`config.mk`:
```
export PLATFORM = sky130hd
export DESIGN_NAME = localbp_initctl_flat
export DESIGN_NICKNAME = d
export VERILOG_FILES = /design/src/rtl/localbp_initctl_if.sv /design/src/rtl/localbp_initctl.sv /design/src/flat_wrapper.sv
export SDC_FILE = /design/constraint.sdc
export NUM_CORES = 1
export LEC_CHECK = 0
export ABC_AREA = 1
export BUFFER_PORTS_ARGS = -buffer_cell sky130_fd_sc_hd__buf_4
export CAP_MARGIN = 20
export CORE_ASPECT_RATIO = 0.75
export CORE_UTILIZATION = 39
export DETAILED_ROUTE_END_ITERATION = 8
export PLACE_DENSITY = 0.79
export SLEW_MARGIN = 20
export SYNTH_ARGS = -nofsm -noshare
export SYNTH_HDL_FRONTEND = slang
export SYNTH_SLANG_ARGS = --single-unit
```
`constraint.sdc`:
```
create_clock -name clk -period 1.5 [get_ports clk]
set_input_delay 0.3 -clock clk [delete_from_list [all_inputs] [get_ports clk]]
set_output_delay 0.3 -clock clk [all_outputs]
set_load 0.02 [all_outputs]
```
`src/rtl/localbp_initctl_if.sv`:
```
// rtl/localbp_initctl_if.sv - update-request and SRAM write-port bundle for localbp_initctl
interface localbp_initctl_if #(
  parameter int M = 6,
  parameter int K = 10
);
  // W-stage update requests from the predictor
  logic         StallW;
  logic         FlushW;
  logic         UpdPHTWe;
  logic [K-1:0] UpdPHTAddr;
  logic [1:0]   UpdPHTData;
  logic         UpdBHTWe;
  logic [M-1:0] UpdBHTAddr;
  logic [K-1:0] UpdBHTData;
  logic         FlushReq;

  // SRAM port-2 write pins and status back to fetch/update logic
  logic         PHTCe;
  logic         PHTWe;
  logic [K-1:0] PHTAddr;
  logic [1:0]   PHTData;
  logic         BHTCe;
  logic         BHTWe;
  logic [M-1:0] BHTAddr;
  logic [K-1:0] BHTData;
  logic         InitBusy;
  logic         FlushAck;
  logic         UpdDrop;

  modport master (
    output StallW, FlushW, UpdPHTWe, UpdPHTAddr, UpdPHTData,
           UpdBHTWe, UpdBHTAddr, UpdBHTData, FlushReq,
    input  PHTCe, PHTWe, PHTAddr, PHTData,
           BHTCe, BHTWe, BHTAddr, BHTData,
           InitBusy, FlushAck, UpdDrop
  );

  modport slave (
    input  StallW, FlushW, UpdPHTWe, UpdPHTAddr, UpdPHTData,
           UpdBHTWe, UpdBHTAddr, UpdBHTData, FlushReq,
    output PHTCe, PHTWe, PHTAddr, PHTData,
           BHTCe, BHTWe, BHTAddr, BHTData,
           InitBusy, FlushAck, UpdDrop
  );
endinterface

```
`src/rtl/localbp_initctl.sv`:
```
// rtl/localbp_initctl.sv - BHT/PHT init sweep sequencer and write-port arbiter (optional flush: LOCALBP_FLUSH_EN)
module localbp_initctl #(
  parameter int M = 6,
  parameter int K = 10
) (
  input  logic            clk,
  input  logic            reset_n,
  localbp_initctl_if.slave bus
);

  localparam logic [0:0]   ST_INIT  = 1'b0;
  localparam logic [0:0]   ST_READY = 1'b1;
  localparam logic [K-1:0] CNT_MAX  = {K{1'b1}};
  // Weakly-not-taken encoding of the 2-bit PHT counter
  localparam logic [1:0]   PHT_INIT = 2'b01;

  logic [0:0]   state_q, state_d;
  logic [K-1:0] cnt_q, cnt_d;
  logic         src_q, src_d;
  logic         ack_q, ack_d;

  logic         upd_qual;
  logic         bht_in_range;
  logic         flush_take;

  // An update only counts when the W stage is neither stalled nor flushed
  assign upd_qual     = ~bus.StallW & ~bus.FlushW;
  // BHT is shallower than PHT; only the first 2^M sweep counts touch it
  assign bht_in_range = ((cnt_q >> M) == '0);

`ifdef LOCALBP_FLUSH_EN
  // Requests are ignored in the ack cycle so a still-held FlushReq cannot retrigger
  assign flush_take   = bus.FlushReq & ~ack_q;
  assign bus.FlushAck = ack_q;
`else
  logic unused_cfg;
  assign flush_take   = 1'b0;
  assign bus.FlushAck = 1'b0;
  assign unused_cfg   = ^{bus.FlushReq, ack_q};
`endif

  // Next-state: sweep counter runs through the whole PHT, then hands over to READY
  always_comb begin
    state_d = state_q;
    cnt_d   = cnt_q;
    src_d   = src_q;
    ack_d   = 1'b0;
    case (state_q)
      ST_INIT: begin
        cnt_d = cnt_q + 1'b1;
        if (cnt_q == CNT_MAX) begin
          state_d = ST_READY;
          cnt_d   = '0;
          ack_d   = src_q;
          src_d   = 1'b0;
        end
      end
      ST_READY: begin
        if (flush_take) begin
          state_d = ST_INIT;
          cnt_d   = '0;
          src_d   = 1'b1;
        end
      end
      default: begin
        state_d = ST_INIT;
        cnt_d   = '0;
        src_d   = 1'b0;
      end
    endcase
  end

  // State registers; reset drops any pending flush without acknowledging it
  always_ff @(posedge clk or negedge reset_n) begin
    if (!reset_n) begin
      state_q <= ST_INIT;
      cnt_q   <= '0;
      src_q   <= 1'b0;
      ack_q   <= 1'b0;
    end else begin
      state_q <= state_d;
      cnt_q   <= cnt_d;
      src_q   <= src_d;
      ack_q   <= ack_d;
    end
  end

  // Write-port mux: sweep owns both ports in INIT, updates pass straight through in READY
  always_comb begin
    bus.PHTCe    = 1'b0;
    bus.PHTWe    = 1'b0;
    bus.PHTAddr  = '0;
    bus.PHTData  = '0;
    bus.BHTCe    = 1'b0;
    bus.BHTWe    = 1'b0;
    bus.BHTAddr  = '0;
    bus.BHTData  = '0;
    bus.InitBusy = 1'b1;
    bus.UpdDrop  = 1'b0;
    if (state_q == ST_INIT) begin
      bus.PHTCe    = 1'b1;
      bus.PHTWe    = 1'b1;
      bus.PHTAddr  = cnt_q;
      bus.PHTData  = PHT_INIT;
      bus.BHTCe    = 1'b1;
      bus.BHTWe    = bht_in_range;
      bus.BHTAddr  = cnt_q[M-1:0];
      bus.BHTData  = '0;
      bus.InitBusy = 1'b1;
      bus.UpdDrop  = upd_qual & (bus.UpdPHTWe | bus.UpdBHTWe);
    end else begin
      bus.PHTCe    = upd_qual;
      bus.PHTWe    = bus.UpdPHTWe;
      bus.PHTAddr  = bus.UpdPHTAddr;
      bus.PHTData  = bus.UpdPHTData;
      bus.BHTCe    = upd_qual;
      bus.BHTWe    = bus.UpdBHTWe;
      bus.BHTAddr  = bus.UpdBHTAddr;
      bus.BHTData  = bus.UpdBHTData;
      bus.InitBusy = 1'b0;
      bus.UpdDrop  = 1'b0;
    end
  end

endmodule
```
`src/flat_wrapper.sv`:
```
// flat-port wrapper written by rule: the top's interface ports become plain ports
module localbp_initctl_flat 
#(
  parameter int M = 6,
  parameter int K = 10
)
  (clk, reset_n, bus_StallW, bus_FlushW, bus_UpdPHTWe, bus_UpdPHTAddr, bus_UpdPHTData, bus_UpdBHTWe, bus_UpdBHTAddr, bus_UpdBHTData, bus_FlushReq, bus_PHTCe, bus_PHTWe, bus_PHTAddr, bus_PHTData, bus_BHTCe, bus_BHTWe, bus_BHTAddr, bus_BHTData, bus_InitBusy, bus_FlushAck, bus_UpdDrop);
  localbp_initctl_if #(.M(M), .K(K)) bus_i ();
  input  logic clk;
  input  logic reset_n;
  input wire logic [$bits(bus_i.StallW)-1:0] bus_StallW;
  input wire logic [$bits(bus_i.FlushW)-1:0] bus_FlushW;
  input wire logic [$bits(bus_i.UpdPHTWe)-1:0] bus_UpdPHTWe;
  input wire logic [$bits(bus_i.UpdPHTAddr)-1:0] bus_UpdPHTAddr;
  input wire logic [$bits(bus_i.UpdPHTData)-1:0] bus_UpdPHTData;
  input wire logic [$bits(bus_i.UpdBHTWe)-1:0] bus_UpdBHTWe;
  input wire logic [$bits(bus_i.UpdBHTAddr)-1:0] bus_UpdBHTAddr;
  input wire logic [$bits(bus_i.UpdBHTData)-1:0] bus_UpdBHTData;
  input wire logic [$bits(bus_i.FlushReq)-1:0] bus_FlushReq;
  output wire logic [$bits(bus_i.PHTCe)-1:0] bus_PHTCe;
  output wire logic [$bits(bus_i.PHTWe)-1:0] bus_PHTWe;
  output wire logic [$bits(bus_i.PHTAddr)-1:0] bus_PHTAddr;
  output wire logic [$bits(bus_i.PHTData)-1:0] bus_PHTData;
  output wire logic [$bits(bus_i.BHTCe)-1:0] bus_BHTCe;
  output wire logic [$bits(bus_i.BHTWe)-1:0] bus_BHTWe;
  output wire logic [$bits(bus_i.BHTAddr)-1:0] bus_BHTAddr;
  output wire logic [$bits(bus_i.BHTData)-1:0] bus_BHTData;
  output wire logic [$bits(bus_i.InitBusy)-1:0] bus_InitBusy;
  output wire logic [$bits(bus_i.FlushAck)-1:0] bus_FlushAck;
  output wire logic [$bits(bus_i.UpdDrop)-1:0] bus_UpdDrop;
  assign bus_i.StallW = bus_StallW;
  assign bus_i.FlushW = bus_FlushW;
  assign bus_i.UpdPHTWe = bus_UpdPHTWe;
  assign bus_i.UpdPHTAddr = bus_UpdPHTAddr;
  assign bus_i.UpdPHTData = bus_UpdPHTData;
  assign bus_i.UpdBHTWe = bus_UpdBHTWe;
  assign bus_i.UpdBHTAddr = bus_UpdBHTAddr;
  assign bus_i.UpdBHTData = bus_UpdBHTData;
  assign bus_i.FlushReq = bus_FlushReq;
  assign bus_PHTCe = bus_i.PHTCe;
  assign bus_PHTWe = bus_i.PHTWe;
  assign bus_PHTAddr = bus_i.PHTAddr;
  assign bus_PHTData = bus_i.PHTData;
  assign bus_BHTCe = bus_i.BHTCe;
  assign bus_BHTWe = bus_i.BHTWe;
  assign bus_BHTAddr = bus_i.BHTAddr;
  assign bus_BHTData = bus_i.BHTData;
  assign bus_InitBusy = bus_i.InitBusy;
  assign bus_FlushAck = bus_i.FlushAck;
  assign bus_UpdDrop = bus_i.UpdDrop;
  localbp_initctl #(.M(M), .K(K)) u_core (.clk(clk), .reset_n(reset_n), .bus(bus_i));
endmodule
```
# Word level (Yosys, flattened, before mapping)
# Index checks and enable logic that the tools add are counted.
[word_totals]
register_bits = 11
latch_bits = 0
ramBits = 0
rom_bits = 0
in_bits = 35
out_inout_bits = 35
wordCells = 24
n_memories = 0
[classes]
n_addsub = 1
multipliers = 0
n_div = 0
order_cmp = 0
eq_ne = 1
shift = 0
n_mux = 13
n_bitwise = 6
reduce_logical = 1
[op_table]
columns = ["op", "count"]
rows = [
  ["$mux 10", 4],
  ["$add 10x1->10 const B", 1],
  ["$eq 10x10->1 const B", 1],
  ["$logic_not 10->1", 1],
  ["$mux 1", 6],
  ["$mux 6", 1],
  ["$not 1->1", 3],
  ["$and 1x1->1", 2],
  ["$mux 2", 1],
  ["$pmux 1 s2", 1],
  ["$or 1x1->1", 1],
]

# Logic depth before layout (Yosys ltp)
# Gate-level depths: netlist of the first run.
[logic_depth]
ltp_word = 4
depth_mapped = 7
mapped_depth_nobuf = 7

# Worst setup path before layout of the first run
# OpenSTA, ideal clock, no wires.
[synth_path]
path_kind = "register -> output"
from = "register u_core.state_q"
to = "output bus_PHTCe"
arrival_time_ps = 1230
t_required_ps = 1200
setup_slack_ps = -30
path_stages_with_launch = 5
path_buffers = 3
cell_sequence = "dfrtp_1 buf_2 buf_2 o21ai_0 buf_4"
[synth_via]
elab_chain_cells = 1
[synth_lines]
columns = ["item", "line", "source"]
rows = [
  ["start: declaration", "localbp_initctl.sv:17", "logic [0:0] state_q, state_d;"],
  ["start signal: assignment", "localbp_initctl.sv:81", "state_q <= state_d;"],
  ["$mux 1", "--", ""],
  ["end: declaration", "flat_wrapper.sv:20", "output wire logic [$bits(bus_i.PHTCe)-1:0] bus_PHTCe;"],
]
# Every way passes these cells.

# Final worst setup path of the first run
[layout_path]
from = "register u_core.state_q"
to = "output bus_PHTAddr[8]"
[layout_via]
elab_chain_cells = 1
[layout_lines]
columns = ["item", "line", "source"]
rows = [
  ["$mux 10", "localbp_initctl.sv:100", "if (state_q == ST_INIT) begin"],
  ["end: declaration", "flat_wrapper.sv:22", "output wire logic [$bits(bus_i.PHTAddr)-1:0] bus_PHTAddr;"],
]
# Every way passes these cells.

==> results of run 1 <==
[registers in the layout, indices dropped and copies added, names as in the netlist]
| name | count |
|---|---|
| u_core.state_q | 1 |
| u_core.cnt_q | 10 |
[worst register-to-register path: stages, from the launching register on]
cell      delay (ps)
dfrtp_1          450
ha_1             220
nand2_2           80
nor2_4           170
nand3b_4         120
nor2_4           130
nor2_1            60
[metrics by stage]
step | setup WS, ps | utilization [%] | hold slack (ps) | power [uW]
after floorplan | 11.25 | - | 4.409 | 309.7
after global placement | 152.0 | 68.49 | 139.9 | 379.4
after detailed placement | 92.17 | 68.49 | 143.9 | 381.6
after CTS | -81.28 | 75.39 | 392.7 | 587.6
after global routing | -151.3 | 79.53 | 387.9 | 620.3
final | -87.18 | 79.53 | 387.7 | 594.6
[worst paths after layout]
| path | from | endpoint |
|---|---|---|
| setup / recovery | u_core.state_q$_DFF_PN0_ | bus_PHTAddr[8] |
| hold / removal | reset_n | u_core.cnt_q[6]$_DFFE_PN0N_ |
| setup reg to reg | u_core.cnt_q[0]$_DFFE_PN0N_ | u_core.cnt_q[7]$_DFFE_PN0N_ |
| hold reg to reg | u_core.cnt_q[4]$_DFFE_PN0N_ | u_core.cnt_q[4]$_DFFE_PN0N_ |
| max in group asynchronous | reset_n | u_core.state_q$_DFF_PN0_ |
| min in group clk | u_core.cnt_q[4]$_DFFE_PN0N_ | u_core.cnt_q[4]$_DFFE_PN0N_ |
[layer usage]
metal	vias to the layer above	part of all wire, %
met5	-	0
met4	0	1.4
met3	6	8.0
met2	63	49
met1	551	42
li1	583	-
[cells by family after synthesis]
family,count (synthesis)
compound gates,8
simple gates,93
other cells,1
xor+xnor,4
fa+ha+maj,1
buf+inv,29
flops,11
[layout make-up]
cell class	instances	area (um^2)
clock buffers	4	26.28
multi-input cells	107	561.8
flip-flops and latches	11	276.5
well taps	24	30.03
inverters	21	81.33
fillers	131	426.7
repair buffers	77	681.9
[what timing repair did]
item | CTS | global route
resized for setup | 27 | 34
hold buffers | 1 | 0
setup endpoints to repair | 21 | 33
endpoints found under the hold margin | 11 | 0
pin swaps | 2 | 6
buffers inserted | 3 | 1
[power breakdown]
part | leakage [uW] | internal [uW] | total, uW | switching (uW)
sequential | 0.000138 | 296 | 296 | 0
clock | 0.0000150 | 103 | 212 | 109
combinational | 0.000796 | 57.9 | 85.9 | 28.0
[placed cells by master, fill, tap and decap left out]
cell and count:
nor2_2 2, ha_1 1, nor3_1 2, nand2_1 49, nor2_1 10, conb_1 1, clkbuf_1 1, or2_2 2
nand4_1 2, nand3b_4 1, inv_1 12, dfrtp_1 10, nand3_1 6, nand2_4 2, o21ai_1 4, inv_2 8
buf_4 49, o21ai_0 3, nor2_4 3, xor2_1 4, nand3_2 1, inv_4 1, dlygate4sd3_1 1, buf_6 27
dfrtp_2 1, nand2_2 13, clkbuf_4 3, o21ai_2 1
==> flow_metrics.py, run 1 <==
metrics = {
    "outcome": {
        "status": "complete, but fails checks",
        "failed_checks": "negative setup slack",
    },
    "critical_path": {
        "cp_slowest_cell": "dfrtp_2",
        "path_max_fanout": 8,
        "slowest_delay_ps": 450,
        "cp.required_ps": 1200,
        "crit_chain": "buf_6, buf_6, nand2_2, o21ai_1, buf_4",
        "reg2reg_depth": 6,
        "crit_family": "buffers and inverters",
        "worstPathArrival_ps": 1290,
        "worstSetupEndpointType": "output port",
        "path_buf_inv": 3,
        "cp_common_cell": "buf_6",
        "critPathKind": "flip-flop to output port",
        "reg2reg_slack_ps": 140,
        "path_depth": 5,
        "cp-start-kind": "flip-flop",
    },
    "cts": {
        "cts.reportedPaths.clkPinSlew_ps": 80,
        "clk_latency_ps": 280,
        "clockBufferDepth": 2,
        "clock_sinks": 11,
        "cts-buffers-inserted": 3,
        "cts-root-buf": "clkbuf_4",
        "cts_tree": "yes",
        "ctsHtreeMaxLevel": 1,
    },
    "route": {
        "wirelength_mm": 3.075,
        "ant_nets": 0,
        "drc": 0,
        "drt_pass1_iterations": 4,
        "drt_iter0_markers": 31,
        "via_per_inst": 4.930,
        "vias": 1203,
        "routedWlPerCell_um": 12.60,
    },
    "global_routing": {
        "use_met3_pct": 6.269,
        "met1_usage_pct": 32.10,
        "antenna_found_initial": 0,
        "grt_pass1_vias": 1066,
        "grtUsageMet2_pct": 40.70,
        "grt_max_degree": 17,
        "busiest_layer": "met2",
        "grt_overflow": 0,
        "gr-usage-all-layers_pct": 24.66,
        "grt_first_pass_wirelength_mm": 4.650,
    },
    "synthesis": {
        "syn_area_um2": 902.1,
        "synth_top_family_by_area": "simple AND/OR/NAND/NOR gates",
        "synth_nets": 183,
        "ys_warn_count": 0,
        "synthCells": 147,
        "synth-xor-area-share_pct": 3.883,
        "synthAdderAreaFrac_pct": 1.387,
        "yosysTopAreaCell": "dfrtp_1",
        "synthMuxAreaShare_pct": 0,
        "synth_cell_types": 20,
        "synth_commonest_cells": "nand2_1, inv_1, nor2_1",
        "ys_ff_latch": 11,
        "synth-edff-count": 0,
        "synthArstFlopShare_pct": 100.0,
        "synth_compound_area_share_pct": 4.438,
        "yosys-top-cells-area": "dfrtp_1, nand2_1, inv_1",
        "synth_top_area_share_pct": 30.51,
        "synthMostInstantiatedCell": "nand2_1",
        "syn_avg_cell_area_um2": 6.137,
        "synth_ff_type": "dfrtp_1",
        "ys_seq_area_share_pct": 30.51,
        "synthSimpleGateAreaFrac_pct": 45.63,
    },
    "floorplan": {
        "ioPinCount": 70,
        "die_y_um": 43.65,
        "fp.coreArea_mm2": 0.002085,
        "num_rows": 14,
        "die-area_mm2": 0.002511,
        "die_w_um": 57.54,
        "initial_utilization_pct": 43.28,
    },
    "finish": {
        "antenna_cells": 0,
        "area_growth_syn_to_layout_pct": 83.77,
        "nets": 257,
        "finalNonFillerCells": 244,
        "drive_gt1_share_pct": 51.82,
        "design_area_mm2": 0.001658,
    },
    "timing": {
        "hold_viol": 0,
        "rsz0062_at_grt": "yes",
        "finalMaxSlewViolations": 0,
        "layout_setup_ws_ps": -87.18,
        "setup_viol": 27,
        "setup_tns_ps": -1004,
        "period_minus_slack_ps": 1587,
        "finClkSkew_ps": 6.835,
        "finalCritPeriodShare_pct": 105.8,
        "fmax_ghz": 0.6300,
    },
    "job": {
        "drv_cap": 0,
    },
    "power": {
        "peakVddDrop_mv": 0.2923,
        "power_leakage_uw": 0.0009488,
        "p_per_area_mw_per_mm2": 358.6,
    },
    "placement": {
        "place_congestion": 0.8702,
        "numPortBuffers": 67,
        "place_inst": 235,
        "placed_cell_area_mm2": 0.001428,
        "dp_hpwl_mm": 2.167,
    },
    "worst_hold_path": {
        "worstHoldPathType": "input port to async pin",
    },
}
Note: power is estimated with default switching activity, not from simulation.
==> run 2: changes to the inputs <==
Settings changed: CTS_BUF_LIST from default to sky130_fd_sc_hd__clkbuf_16.
==> run 2 against run 1 <==
The flow still finishes with violations (negative setup slack). Critical path depth unchanged. Final cell count unchanged. Sequential power barely moved. Largest cell class unchanged. Highest routed layer unchanged.
==> flow_metrics.py, run 2 (synthesis gave the netlist of run 1 again) <==
metrics = {
    "worst_hold_path": {
        "worstHoldPathType": "input port to async pin",
    },
    "floorplan": {
        "fp.coreArea_mm2": 0.002085,
        "die-area_mm2": 0.002511,
        "initial_utilization_pct": 43.28,
        "die_w_um": 57.54,
        "ioPinCount": 70,
        "num_rows": 14,
        "die_y_um": 43.65,
    },
    "timing": {
        "fmax_ghz": 0.6479,
        "finalMaxSlewViolations": 0,
        "fin_worst_hold_slack_ps": 434.4,
        "setup_viol": 13,
        "layout_setup_ws_ps": -43.36,
        "finClkSkew_ps": 2.183,
        "finalCritPeriodShare_pct": 102.9,
        "rsz0062_at_grt": "yes",
        "period_minus_slack_ps": 1543,
        "hold_viol": 0,
    },
    "placement": {
        "place_congestion": 0.8702,
        "dp_hpwl_mm": 2.167,
        "numPortBuffers": 67,
    },
    "route": {
        "via_per_inst": 4.754,
        "vias": 1160,
        "wl_met3_um": 234,
        "routedWlPerCell_um": 12.37,
        "highest_layer": "met4",
        "wl_met1_mm": 1.263,
        "met2_wirelength_mm": 1.466,
        "ant_nets": 0,
        "drt_iter0_markers": 28,
        "wirelength_mm": 3.019,
        "drt_pass1_iterations": 4,
        "drc": 0,
    },
    "global_routing": {
        "grt_first_pass_wirelength_mm": 4.657,
        "antenna_found_initial": 0,
        "grt_max_degree": 17,
        "grt_pass1_vias": 1049,
        "gr-usage-all-layers_pct": 24.86,
        "grt_overflow": 0,
    },
    "critical_path": {
        "cp-start-kind": "flip-flop",
        "worstPathArrival_ps": 1240,
        "worstSetupEndpointType": "output port",
        "reg2reg_to": "u_core.cnt_q[9]$_DFFE_PN0N_",
        "rr_startpoint": "u_core.state_q$_DFF_PN0_",
        "path_max_fanout": 7,
        "reg2reg_depth": 8,
        "critPathKind": "flip-flop to output port",
        "cp.required_ps": 1200,
        "reg2reg_slack_ps": 110,
    },
    "finish": {
        "final_cell_mix": "nand2_1, buf_4, buf_6",
        "fill_cells": 126,
        "fin_util_pct": 79.71,
        "largest_register_ffs": 10,
        "nets": 257,
        "largest-register": "u_core.cnt_q",
        "top_regs": "u_core.cnt_q x10, u_core.state_q x1",
        "area_growth_syn_to_layout_pct": 84.19,
        "layout_commonest_cell": "nand2_1",
        "drive_gt1_share_pct": 45.45,
        "antenna_cells": 0,
    },
    "cts": {
        "ctsHtreeMaxLevel": 1,
        "cts-buffers-inserted": 3,
        "cts.reportedPaths.clkPinSlew_ps": 40,
        "clockBufferDepth": 2,
        "clock_sinks": 11,
        "clk_latency_ps": 240,
        "cts_tree": "yes",
        "cts-root-buf": "clkbuf_16",
    },
    "power": {
        "power_leakage_uw": 0.0009597,
        "p_per_area_mw_per_mm2": 520.5,
        "peakVddDrop_mv": 0.3577,
    },
    "job": {
        "drv_cap": 0,
    },
    "outcome": {
        "failed_checks": "negative setup slack",
        "status": "complete, but fails checks",
    },
}
run 2: cell count changes in the layout (fill, tap and decap cells not counted), moves of 5 or more:
cell     delta
buf_4       +5
buf_6       -5
inv_1       +7
inv_2       -6
nand2_1     +8
nand2_2     -6
run 2: worst max-delay path, cell delays in order (launching register included):
cell and delay (ps):
dfrtp_2 450, buf_6 160, buf_6 130, nand2_2 40, o21ai_1 60, buf_4 160
run 2: cell type report:
type / instances / area, um^2 / area share [%]
inverters: 21 / 81.33 / 4.895
clock inverters: 1 / 3.754 / 0.2259
multi-input cells: 107 / 531.8 / 32.00
repair buffers: 77 / 663.1 / 39.91
well taps: 24 / 30.03 / 1.807
clock buffers: 3 / 75.07 / 4.518
flip-flops and latches: 11 / 276.5 / 16.64
run 2: timing repair:
item,4_1_cts,5_1_grt
resized for setup,17,23
endpoints found under the hold margin,11,0
buffers inserted,3,1
pin swaps,3,5
hold buffers,1,0
setup endpoints to repair,17,32
run 2: worst max-delay path by stage:
| stage | start | endpoint | slack [ps] | depth (start not counted) |
|---|---|---|---|---|
| after floorplan | u_core.state_q$_DFF_PN0_ | bus_PHTAddr[8] | 10 | 3 |
| after global placement | u_core.state_q$_DFF_PN0_ | bus_PHTAddr[7] | 150 | 4 |
| after detailed placement | u_core.state_q$_DFF_PN0_ | bus_PHTAddr[7] | 90 | 4 |
| after CTS | u_core.state_q$_DFF_PN0_ | bus_PHTAddr[1] | -50 | 5 |
| after global routing | u_core.state_q$_DFF_PN0_ | bus_BHTWe | -90 | 5 |
| final | u_core.state_q$_DFF_PN0_ | bus_PHTAddr[8] | -40 | 5 |
run 2: where the power goes:
part | switching, uW | internal [uW] | leakage [uW] | total, uW
Combinational | 25.0 | 57.7 | 0.000780 | 82.7
Sequential | 0 | 298 | 0.000138 | 298
Clock | 134 | 350 | 0.0000423 | 484
run 2: per-layer routing:
layer	global-route usage [%]	vias to the layer above
li1	-	582
met1	30.63	514
met2	42.79	57
met3	6.866	7
met4	7.317	0
met5	0	-
run 2: through the flow:
stage	power [uW]	area (um^2)	setup TNS (ps)	std cells	setup slack (ps)
3_3_place_gp	379.4	1428	0	235	152.0
6_report	864.9	1662	-214.6	244	-43.36
2_1_floorplan	309.7	902.1	0	147	11.25
5_1_grt	897.6	1662	-1243	244	-89.58
3_5_place_dp	381.6	1428	0	235	92.17
4_1_cts	866.6	1588	-295.3	243	-47.57
